## src/rtl/maze_pkg.sv

```systemverilog
// Shared encodings for the DFS maze solver: move directions, FSM states and
// the goal coordinate helper.
package maze_pkg;

    localparam logic [1:0] DIR_RIGHT = 2'd0;
    localparam logic [1:0] DIR_DOWN  = 2'd1;
    localparam logic [1:0] DIR_LEFT  = 2'd2;
    localparam logic [1:0] DIR_UP    = 2'd3;

    typedef enum logic [2:0] {
        ST_IDLE   = 3'd0,
        ST_CHECK  = 3'd1,
        ST_MARK   = 3'd2,
        ST_PROBE  = 3'd3,
        ST_BACK   = 3'd4,
        ST_STREAM = 3'd5,
        ST_DONE   = 3'd6,
        ST_FAIL   = 3'd7
    } state_e;

    // RIGHT<->LEFT and DOWN<->UP differ only in bit 1
    function automatic logic [1:0] opposite(input logic [1:0] d);
        return d ^ 2'd2;
    endfunction

    function automatic int unsigned goal_coord(input int unsigned n);
        return (32'd1 << n) - 32'd1;
    endfunction

endpackage

```

## src/rtl/solver_stack.sv

```systemverilog
// LIFO of 2-bit moves with a top-of-stack read and an indexed read port
// used to replay the path from the bottom.
module solver_stack #(
    parameter int AW = 8
) (
    input  logic          clk,
    input  logic          rst_n,
    input  logic          clr,
    input  logic          push,
    input  logic          pop,
    input  logic [1:0]    push_data,
    input  logic [AW-1:0] rd_addr,
    output logic [AW:0]   sp,
    output logic [1:0]    top,
    output logic [1:0]    rd_data
);
    localparam int DEPTH = 1 << AW;

    logic [1:0]    mem_q [DEPTH];
    logic [AW:0]   sp_q, sp_d;
    logic [AW-1:0] top_idx_s;

    // Stack pointer next-state
    always_comb begin
        if (clr) begin
            sp_d = '0;
        end else if (push) begin
            sp_d = sp_q + (AW+1)'(1);
        end else if (pop) begin
            sp_d = sp_q - (AW+1)'(1);
        end else begin
            sp_d = sp_q;
        end
    end

    // Stack pointer register
    always_ff @(posedge clk or negedge rst_n) begin
        if (!rst_n) sp_q <= '0;
        else        sp_q <= sp_d;
    end

    // Storage array; contents above sp are don't-care so no reset needed
    always_ff @(posedge clk) begin
        if (push) mem_q[sp_q[AW-1:0]] <= push_data;
    end

    assign top_idx_s = sp_q[AW-1:0] - AW'(1);
    assign top       = mem_q[top_idx_s];
    assign rd_data   = mem_q[rd_addr];
    assign sp        = sp_q;

    solver_stack_chk #(.AW(AW)) u_chk (
        .clk   (clk),
        .rst_n (rst_n),
        .push  (push),
        .sp    (sp_q)
    );

endmodule

```

## src/rtl/solver_stack_chk.sv

```systemverilog
// Simulation checker for the direction stack: a push must never hit a full stack.
module solver_stack_chk #(
    parameter int AW = 8
) (
    input logic          clk,
    input logic          rst_n,
    input logic          push,
    input logic [AW:0]   sp
);
    localparam int DEPTH = 1 << AW;

    a_no_overflow: assert property (@(posedge clk) disable iff (!rst_n)
        !(push && (sp == (AW+1)'(DEPTH))));

endmodule

```

## src/rtl/maze_solver.sv

```systemverilog
// DFS rat-in-maze controller driving an external 1-bit maze memory; searches
// (0,0) -> (2**N-1, 2**N-1) and then streams the found path as moves.
module maze_solver
    import maze_pkg::*;
#(
    parameter int N = 4
) (
    input  logic         clk,
    input  logic         rst_n,
    input  logic         start,
    output logic [N-1:0] X,
    output logic [N-1:0] Y,
    output logic         D_in,
    output logic         RD,
    output logic         WR,
    input  logic         D_out,
    output logic         busy,
    output logic         done,
    output logic         fail,
    output logic         path_valid,
    output logic [1:0]   path_dir,
    output logic         path_last,
    input  logic         path_ready
);
    localparam int           AW   = 2 * N;
    localparam logic [N-1:0] GOAL = N'(goal_coord(N));
    localparam logic [N-1:0] ONE  = N'(1);

    state_e        state_q, state_d;
    logic [N-1:0]  cur_x_q, cur_x_d, cur_y_q, cur_y_d;
    logic [N-1:0]  x_q, x_d, y_q, y_d;
    logic [N-1:0]  nb_x_s, nb_y_s, bk_x_s, bk_y_s, pb_x_s, pb_y_s;
    logic [1:0]    dir_q, dir_d, pdir_q, pdir_d;
    logic [AW-1:0] rd_idx_q, rd_idx_d, rd_next_s, rd_addr_s;
    logic          rd_q, rd_d, wr_q, wr_d, din_q, din_d;
    logic          busy_q, busy_d, done_q, done_d, fail_q, fail_d;
    logic          pv_q, pv_d, plast_q, plast_d;
    logic          push_s, pop_s, clr_s;
    logic [1:0]    top_s, rd_data_s;
    logic [AW:0]   sp_s;

    function automatic logic nb_ok(input logic [N-1:0] x, input logic [N-1:0] y,
                                   input logic [1:0] d);
        case (d)
            DIR_RIGHT: return y != GOAL;
            DIR_DOWN:  return x != GOAL;
            DIR_LEFT:  return y != '0;
            DIR_UP:    return x != '0;
            default:   return 1'b0;
        endcase
    endfunction

    function automatic logic [2*N-1:0] step(input logic [N-1:0] x, input logic [N-1:0] y,
                                            input logic [1:0] d);
        case (d)
            DIR_RIGHT: return {x, y + ONE};
            DIR_DOWN:  return {x + ONE, y};
            DIR_LEFT:  return {x, y - ONE};
            DIR_UP:    return {x - ONE, y};
            default:   return {x, y};
        endcase
    endfunction

    // Search / stream sequencing
    always_comb begin
        state_d  = state_q;
        cur_x_d  = cur_x_q;
        cur_y_d  = cur_y_q;
        dir_d    = dir_q;
        rd_idx_d = rd_idx_q;
        busy_d   = busy_q;
        done_d   = done_q;
        fail_d   = fail_q;
        pv_d     = pv_q;
        pdir_d   = pdir_q;
        plast_d  = plast_q;
        push_s   = 1'b0;
        pop_s    = 1'b0;
        clr_s    = 1'b0;
        rd_next_s = rd_idx_q + AW'(1);
        rd_addr_s = (state_q == ST_STREAM) ? rd_next_s : '0;
        {nb_x_s, nb_y_s} = step(cur_x_q, cur_y_q, dir_q);
        {bk_x_s, bk_y_s} = step(cur_x_q, cur_y_q, opposite(top_s));
        case (state_q)
            ST_IDLE, ST_DONE, ST_FAIL: begin
                if (start) begin
                    state_d = ST_CHECK;
                    cur_x_d = '0;
                    cur_y_d = '0;
                    dir_d   = DIR_RIGHT;
                    clr_s   = 1'b1;
                    busy_d  = 1'b1;
                    done_d  = 1'b0;
                    fail_d  = 1'b0;
                end else begin
                    state_d = state_q;
                end
            end
            ST_CHECK: begin
                if (D_out) begin
                    state_d = ST_FAIL;
                    busy_d  = 1'b0;
                    fail_d  = 1'b1;
                end else begin
                    state_d = ST_MARK;
                end
            end
            ST_MARK: begin
                if (cur_x_q == GOAL && cur_y_q == GOAL) begin
                    state_d  = ST_STREAM;
                    rd_idx_d = '0;
                    pv_d     = 1'b1;
                    pdir_d   = rd_data_s;
                    plast_d  = (sp_s == (AW+1)'(1));
                end else begin
                    state_d = ST_PROBE;
                    dir_d   = DIR_RIGHT;
                end
            end
            ST_PROBE: begin
                // rd_q is high exactly when the probed neighbour lies inside the grid
                if (rd_q && !D_out) begin
                    push_s  = 1'b1;
                    cur_x_d = nb_x_s;
                    cur_y_d = nb_y_s;
                    state_d = ST_MARK;
                end else if (dir_q == DIR_UP) begin
                    if (sp_s == '0) begin
                        state_d = ST_FAIL;
                        busy_d  = 1'b0;
                        fail_d  = 1'b1;
                    end else begin
                        state_d = ST_BACK;
                    end
                end else begin
                    dir_d = dir_q + 2'd1;
                end
            end
            ST_BACK: begin
                pop_s   = 1'b1;
                cur_x_d = bk_x_s;
                cur_y_d = bk_y_s;
                if (top_s == DIR_UP) begin
                    if (sp_s == (AW+1)'(1)) begin
                        state_d = ST_FAIL;
                        busy_d  = 1'b0;
                        fail_d  = 1'b1;
                    end else begin
                        state_d = ST_BACK;
                    end
                end else begin
                    dir_d   = top_s + 2'd1;
                    state_d = ST_PROBE;
                end
            end
            ST_STREAM: begin
                if (pv_q && path_ready) begin
                    if (plast_q) begin
                        state_d = ST_DONE;
                        done_d  = 1'b1;
                        busy_d  = 1'b0;
                        pv_d    = 1'b0;
                        plast_d = 1'b0;
                    end else begin
                        rd_idx_d = rd_next_s;
                        pdir_d   = rd_data_s;
                        plast_d  = ({1'b0, rd_next_s} == sp_s - (AW+1)'(1));
                    end
                end else begin
                    state_d = ST_STREAM;
                end
            end
            default: state_d = ST_IDLE;
        endcase
    end

    // Memory strobes and address for the cycle being entered
    always_comb begin
        rd_d  = 1'b0;
        wr_d  = 1'b0;
        din_d = 1'b0;
        x_d   = x_q;
        y_d   = y_q;
        {pb_x_s, pb_y_s} = step(cur_x_d, cur_y_d, dir_d);
        case (state_d)
            ST_CHECK: begin
                rd_d = 1'b1;
                x_d  = cur_x_d;
                y_d  = cur_y_d;
            end
            ST_MARK: begin
                wr_d  = 1'b1;
                din_d = 1'b1;
                x_d   = cur_x_d;
                y_d   = cur_y_d;
            end
            ST_PROBE: begin
                if (nb_ok(cur_x_d, cur_y_d, dir_d)) begin
                    rd_d = 1'b1;
                    x_d  = pb_x_s;
                    y_d  = pb_y_s;
                end else begin
                    x_d = cur_x_d;
                    y_d = cur_y_d;
                end
            end
            default: begin
                x_d = x_q;
                y_d = y_q;
            end
        endcase
    end

    // State and registered outputs
    always_ff @(posedge clk or negedge rst_n) begin
        if (!rst_n) begin
            state_q  <= ST_IDLE;
            cur_x_q  <= '0;
            cur_y_q  <= '0;
            dir_q    <= DIR_RIGHT;
            rd_idx_q <= '0;
            x_q      <= '0;
            y_q      <= '0;
            rd_q     <= 1'b0;
            wr_q     <= 1'b0;
            din_q    <= 1'b0;
            busy_q   <= 1'b0;
            done_q   <= 1'b0;
            fail_q   <= 1'b0;
            pv_q     <= 1'b0;
            pdir_q   <= 2'd0;
            plast_q  <= 1'b0;
        end else begin
            state_q  <= state_d;
            cur_x_q  <= cur_x_d;
            cur_y_q  <= cur_y_d;
            dir_q    <= dir_d;
            rd_idx_q <= rd_idx_d;
            x_q      <= x_d;
            y_q      <= y_d;
            rd_q     <= rd_d;
            wr_q     <= wr_d;
            din_q    <= din_d;
            busy_q   <= busy_d;
            done_q   <= done_d;
            fail_q   <= fail_d;
            pv_q     <= pv_d;
            pdir_q   <= pdir_d;
            plast_q  <= plast_d;
        end
    end

    solver_stack #(.AW(AW)) u_stack (
        .clk       (clk),
        .rst_n     (rst_n),
        .clr       (clr_s),
        .push      (push_s),
        .pop       (pop_s),
        .push_data (dir_q),
        .rd_addr   (rd_addr_s),
        .sp        (sp_s),
        .top       (top_s),
        .rd_data   (rd_data_s)
    );

    assign X          = x_q;
    assign Y          = y_q;
    assign RD         = rd_q;
    assign WR         = wr_q;
    assign D_in       = din_q;
    assign busy       = busy_q;
    assign done       = done_q;
    assign fail       = fail_q;
    assign path_valid = pv_q;
    assign path_dir   = pdir_q;
    assign path_last  = plast_q;

endmodule
```

## config.mk

```make
export PLATFORM = sky130hd
export DESIGN_NAME = maze_solver
export DESIGN_NICKNAME = d
export VERILOG_FILES = /design/src/rtl/maze_pkg.sv /design/src/rtl/solver_stack.sv /design/src/rtl/solver_stack_chk.sv /design/src/rtl/maze_solver.sv
export SDC_FILE = /design/constraint.sdc
export NUM_CORES = 1
export LEC_CHECK = 0
export CAP_MARGIN = 20
export CORE_MARGIN = 1
export CORE_UTILIZATION = 35
export DETAILED_ROUTE_END_ITERATION = 10
export SLEW_MARGIN = 20
export SYNTH_ARGS = -nofsm -noshare
export SYNTH_HDL_FRONTEND = slang
export SYNTH_SLANG_ARGS = --single-unit
```

## constraint.sdc

```tcl
create_clock -name clk -period 6.3 [get_ports clk]
set_input_delay 0.63 -clock clk [delete_from_list [all_inputs] [get_ports clk]]
set_output_delay 0.63 -clock clk [all_outputs]
set_load 0.01 [all_outputs]
```

==> results.cfg, run 1 <==
[drt]
antenna_left = 0
first_iter_violations = 3091
wl_per_cell_um = 28.0
drt-total-wl_um = 98700
vias = 22100
viasPerCell = 6.27
drc_errors = 0
drtPass1Iterations = 8

[worst_setup_path]
slowest_stage = or4_4
crit_chain = or4_4 > and2_1 > buf_4 > nand2_1 > nand3_1 > a31oi_1 > a21oi_1 > mux2i_1 > mux2i_1 > buf_4 > ha_1 > buf_4 > o41ai_4 > inv_2 > nor2_1 > ha_1 > nor3_1 > a221oi_1 > a31oi_1 > xnor2_1 > a21oi_1
worstPathBufferInverterCount = 4
critPathKind = flip-flop to flip-flop
crit_family = simple AND/OR/NAND/NOR gates
critPathArrivalTime_ns = 6.61
cpMostUsedCell = buf_4
end_kind = flip-flop
start_kind = flip-flop
crit_fanout = 13
r2r_slack_ns = 0.19
max_stage_delay_ns = 0.66
required_ns = 6.80

[clock_network]
cts-root-buf = clkbuf_16
clkLatencyLatePin_ns = 0.66
cts_sinks = 559
clockBufferDepth = 3
h-tree-depth = 2
cts.clk_slew.worst_paths_ns = 0.06
cts_buffers = 61
cts_tree = built
cts_hold_buffers = 0

[global_routing]
grtUsageTotal = 0.227
antenna_found_initial = 0
grt_max_degree = 107
grt_first_pass_wirelength_um = 144000
grt_overflow_total = 0
grt_pass1_vias = 21500

[timing]
finClkSkew_ns = 0.0370
final_max_slew_viol_count = 0
fin_setup_tns_ns = 0
finalHoldViolCount = 0
timing.fmax_mhz = 164
setup_viol = 0
period_minus_slack_ns = 6.11
relSlewSlack = 0.254
fin_crit_sh = 0.969
rsz0062_at_grt = no
worstMarginPinSlew_ns = 1.12

[yosys]
synth_edf_count = 512
ys_seq_area_frac = 0.561
yosys.area.top_type = edfxtp_1
netlist_instances = 2406
syn_nets = 2431
async_reset_ff_frac = 0.0841
synth_top_area_frac = 0.521
synth_ff_type = edfxtp_1
synth_area_leaders = edfxtp_1 52%, mux4_2 12%, nor2_1 4.1%
yosys_warnings = 0
syn_avg_cell_area_um2 = 12.3
yosysUniqueCellTypes = 83
synth_area_um2 = 29500
ys_ff_latch = 559

[finish]
num-fill-cells = 7722
multiInputGateArea_um2 = 12200
nNetsFinal = 2414
seq_area_um2 = 16600
drive_above_1_share = 0.178
final_util = 0.399
area_delta_synth_final_pct = 13.2

[place]
gp_congestion = 0.916
hpwl_um = 62500
numPortBuffers = 22

[die]
rows = 106
start_util = 0.353
die-area_um2 = 85400
io-pin-count = 23
core_um2 = 83600
die_y_um = 292
die_w_um = 292

[power_and_ir_drop]
p_per_area_nw_per_um2 = 463
power_uw = 15400
p_leak_uw = 0.0107
ir_drop_mv = 0.306

[min_path]
min_path_type = input pin to async pin

[run]
cap_violations = 0

[status]
status = completed
## sequential cells by signal (all words and copies together), names as in the netlist, 2 cells and up
name	count
state_q	3
path_dir	2
u_stack.sp	9
X	4
cur_y_q	4
Y	4
dir_q	2
u_stack.mem_q	512
cur_x_q	4
rd_idx_q	8
## Yosys cell counts, types with 24 or more instances
library cell / n
nand2_1: 288
mux2i_1: 53
and3_1: 25
a211oi_1: 55
and2_1: 31
dfrtp_1: 47
nor2_1: 324
a31oi_1: 34
a21oi_1: 81
mux4_2: 156
a311oi_1: 49
mux2_2: 42
o21ai_0: 92
nor3_1: 29
o221ai_1: 37
nand3_1: 74
inv_1: 24
edfxtp_1: 512
clkbuf_1: 156
## logic make-up (layout without fill, tap and decap cells)
group | Yosys count | count (layout) | share of synthesized area
AO/OA/AOI/OAI | 467 | 467 | 0.110
XOR/XNOR | 41 | 41 | 0.0128
adder cells (fa/ha/maj) | 20 | 20 | 0.00849
buffers and inverters | 230 | 265 | 0.0312
flip-flops | 559 | 559 | 0.561
multiplexers | 251 | 251 | 0.153
other | 0 | 1 | 0
AND/OR/NAND/NOR | 838 | 838 | 0.123
## through the flow
step | hold WS [ns] | std cells | worst slack, ns | instance area [µm²]
after floorplan | 0.334 | 2406 | 0.0254 | 29500
after global placement | 0.478 | 3402 | 0.341 | 31200
after detailed placement | 0.478 | 3402 | 0.209 | 31200
after CTS | 0.119 | 3517 | 0.195 | 33300
after global routing | 0.158 | 3521 | 0.0569 | 33400
final | 0.104 | 3522 | 0.195 | 33400
## power breakdown
group	leakage [µW]	switching, µW	total (µW)	internal (µW)
Clock	0.000988	1560	3680	2110
Sequential	0.00532	271	4770	4490
Combinational	0.00435	4270	6990	2720
## path summary, 6_finish.rpt
kind	start	endpoint	cells after the start
max	u_stack.sp[0]	Y[3]	21
min	rst_n	X[2]	2
max reg2reg	u_stack.sp[0]	Y[3]	21
min reg2reg	X[3]	X[3]	2
max in group asynchronous	rst_n	u_stack.sp[0]	2
min in group clk	X[3]	X[3]	2
## layer usage
| metal | GRT usage | vias up | share of wire |
|---|---|---|---|
| met3 | 0.0487 | 258 | 0.11 |
| met4 | 0.0955 | 0 | 0.046 |
| met5 | 0 | - | 0 |
| li1 | - | 9260 | - |
| met1 | 0.299 | 11100 | 0.38 |
| met2 | 0.362 | 1410 | 0.46 |
## cell type report
type | count | area share
flip-flops and latches | 559 | 0.496
multi-input cells | 1617 | 0.365
clock buffers | 71 | 0.0469
well taps | 1080 | 0.0405
repair buffers | 123 | 0.0337
clock inverters | 44 | 0.0144
inverters | 27 | 0.00304
diodes | 1 | 0.0000750
## placed cells by master (no fill, tap or decap), types with 17 or more instances in the layout
master           instances
edfxtp_1               512
nor2_1                 319
nand2_1                286
mux4_2                 156
o21ai_0                 92
buf_4                   89
a21oi_1                 81
nand3_1                 73
clkbuf_16               61
a211oi_1                55
mux2i_1                 53
a311oi_1                48
dfrtp_1                 43
mux2_2                  42
o221ai_1                37
a31oi_1                 34
and2_1                  30
nor3_1                  28
and3_1                  25
inv_1                   24
a221oi_1                21
clkdlybuf4s50_1         21
ha_1                    18
xnor2_1                 17
## repair_timing
action / 4_1_cts / 5_1_grt
resized for setup: 0 / 5
setup endpoints to repair: 0 / 3
setup buffers: 0 / 4
Note: power is estimated with default switching activity, not from simulation.
==> run 2, diff against run 1 <==
--- a/config.mk
+++ b/config.mk
@@ -6,6 +6,7 @@
 export NUM_CORES = 1
 export LEC_CHECK = 0
 export CAP_MARGIN = 20
+export CORE_ASPECT_RATIO = 0.8
 export CORE_MARGIN = 1
 export CORE_UTILIZATION = 35
 export DETAILED_ROUTE_END_ITERATION = 10
==> results.cfg, run 2 (synthesized netlist as in run 1, its figures left out) <==
[drt]
drtPass1Iterations = 5
drc_errors = 0
first_iter_violations = 3580
vias = 22300
drt-total-wl_um = 103000
antenna_left = 0
wl_per_cell_um = 29.3
viasPerCell = 6.34

[clock_network]
postCtsResizedCells = 0
h-tree-depth = 2
cts-root-buf = clkbuf_16
cts_hold_buffers = 0
cts.clk_slew.worst_paths_ns = 0.06
post-cts-setup-buffers = 0
cts_buffers = 58
clockBufferDepth = 3
clkLatencyLatePin_ns = 0.66
cts_tree = built
cts_sinks = 559

[global_routing]
grt_max_degree = 117
grt_overflow_total = 0
grtUsageTotal = 0.237
grt_first_pass_wirelength_um = 149000
antenna_found_initial = 4
grt_pass1_vias = 21300

[timing]
rsz0062_at_grt = no
fin_crit_sh = 0.945
final_max_slew_viol_count = 0
fin_ws_ns = 0.348
timing.fmax_mhz = 168
finClkSkew_ns = 0.0268
worstMarginPinSlew_ns = 1.05
relSlewSlack = 0.296
fin_setup_tns_ns = 0
setup_viol = 0
finalHoldViolCount = 0
period_minus_slack_ns = 5.95

[finish]
area_delta_synth_final_pct = 12.0
n_antenna_cell = 0
nNetsFinal = 2398
final_cell_mix = 512 x edfxtp_1, 321 x nor2_1, 286 x nand2_1, 156 x mux4_2, 92 x o21ai_0
num-fill-cells = 7809
largest_reg_flops = 512
drive_above_1_share = 0.171
finalNonFillerCells = 3521
final_common_cell = edfxtp_1

[die]
die_w_um = 327
start_util = 0.356
die-area_um2 = 85400
die_y_um = 262
io-pin-count = 23
rows = 94
core_um2 = 82800

[worst_setup_path]
critPathArrivalTime_ns = 6.50
end_kind = flip-flop
slowest_stage = or4_4
crit_start = u_stack.sp[0]
required_ns = 6.85
cpMostUsedCell = a21oi_1
critPathKind = flip-flop to flip-flop
start_kind = flip-flop
worstPathBufferInverterCount = 4
max_stage_delay_ns = 0.55
crit_fanout = 26
crit_chain = or4_4 > buf_4 > and2_1 > buf_12 > and3_1 > a311oi_1 > a31oi_1 > a21oi_1 > a21oi_1 > mux2i_1 > inv_1 > ha_1 > o21a_1 > a211o_1 > nand2_1 > o21ai_0 > a221oi_2 > inv_1 > or4_1 > o2111ai_2 > a21oi_1 > mux2_2
r2r_start = u_stack.sp[0]
crit_family = compound AO/OA/AOI/OAI gates

[place]
gp_congestion = 0.965
hpwl_um = 65900
post-place-ws_ns = 0.215
numPortBuffers = 22
dp.cells = 3417

[min_path]
min_path_type = input pin to async pin

[power_and_ir_drop]
p_leak_uw = 0.0105
ir_drop_mv = 0.460
p_per_area_nw_per_um2 = 460

[status]
status = completed

[run]
cap_violations = 0
[run 2: changes by cell type in the layout (fill, tap and decap cells not counted), sizes merged]
cell | previous run | this run
clkinvlp | 4 | 5
buf | 102 | 89
bufinv | 8 | 3
clkbuf | 71 | 66
clkinv | 31 | 28
inv | 28 | 29
diode | 1 | 0
[run 2: metrics by stage]
step | utilization | power, µW | hold WS (ns) | area, µm²
6_report | 0.399 | 15200 | 0.0805 | 33000
5_1_grt | 0.399 | 15700 | 0.147 | 33000
4_1_cts | 0.399 | 15000 | 0.108 | 33000
3_5_place_dp | 0.377 | 11700 | 0.480 | 31200
3_3_place_gp | 0.377 | 11700 | 0.471 | 31200
2_1_floorplan | - | 9210 | 0.334 | 29500
[run 2: path summary, 6_finish.rpt]
check | endpoint | slack (ns) | depth (start not counted)
min reg2reg | X[3] | 0.49 | 2
min in group clk | X[3] | 0.49 | 2
max | Y[1] | 0.35 | 22
min | Y[0] | 0.08 | 2
max in group asynchronous | rd_idx_q[0] | 5.64 | 2
max reg2reg | Y[1] | 0.35 | 22
[run 2: power breakdown]
group	switching, µW	internal (µW)	leakage, µW
combinational	4450	2620	0.00429
sequential	257	4490	0.00532
clock	1550	1820	0.000877
[run 2: final cells by class]
class,instances,area [µm²],area share
Sequential cell,559,16600,0.502
Clock buffer,66,1480,0.0449
Inverter,27,101,0.00307
Timing Repair Buffer,110,1020,0.0308
Tap cell,1104,1380,0.0418
Clock inverter,38,320,0.00970
Multi-Input combinational cell,1617,12200,0.368
[run 2: worst register-to-register path: cells and delay by family, from the launching register on]
kind	cells	cell delay (ns)
AOI/OAI and AO/OA	10	2.28
and+or+nand+nor	5	1.48
buffers and inverters	4	0.65
muxes	2	0.58
DFF	1	0.52
adders and majority gates	1	0.33
[run 2: layer usage]
layer | track usage | wire length (µm)
met5 | 0 | 0
met2 | 0.342 | 43800
met3 | 0.0651 | 13100
met4 | 0.0920 | 4150
met1 | 0.339 | 42200
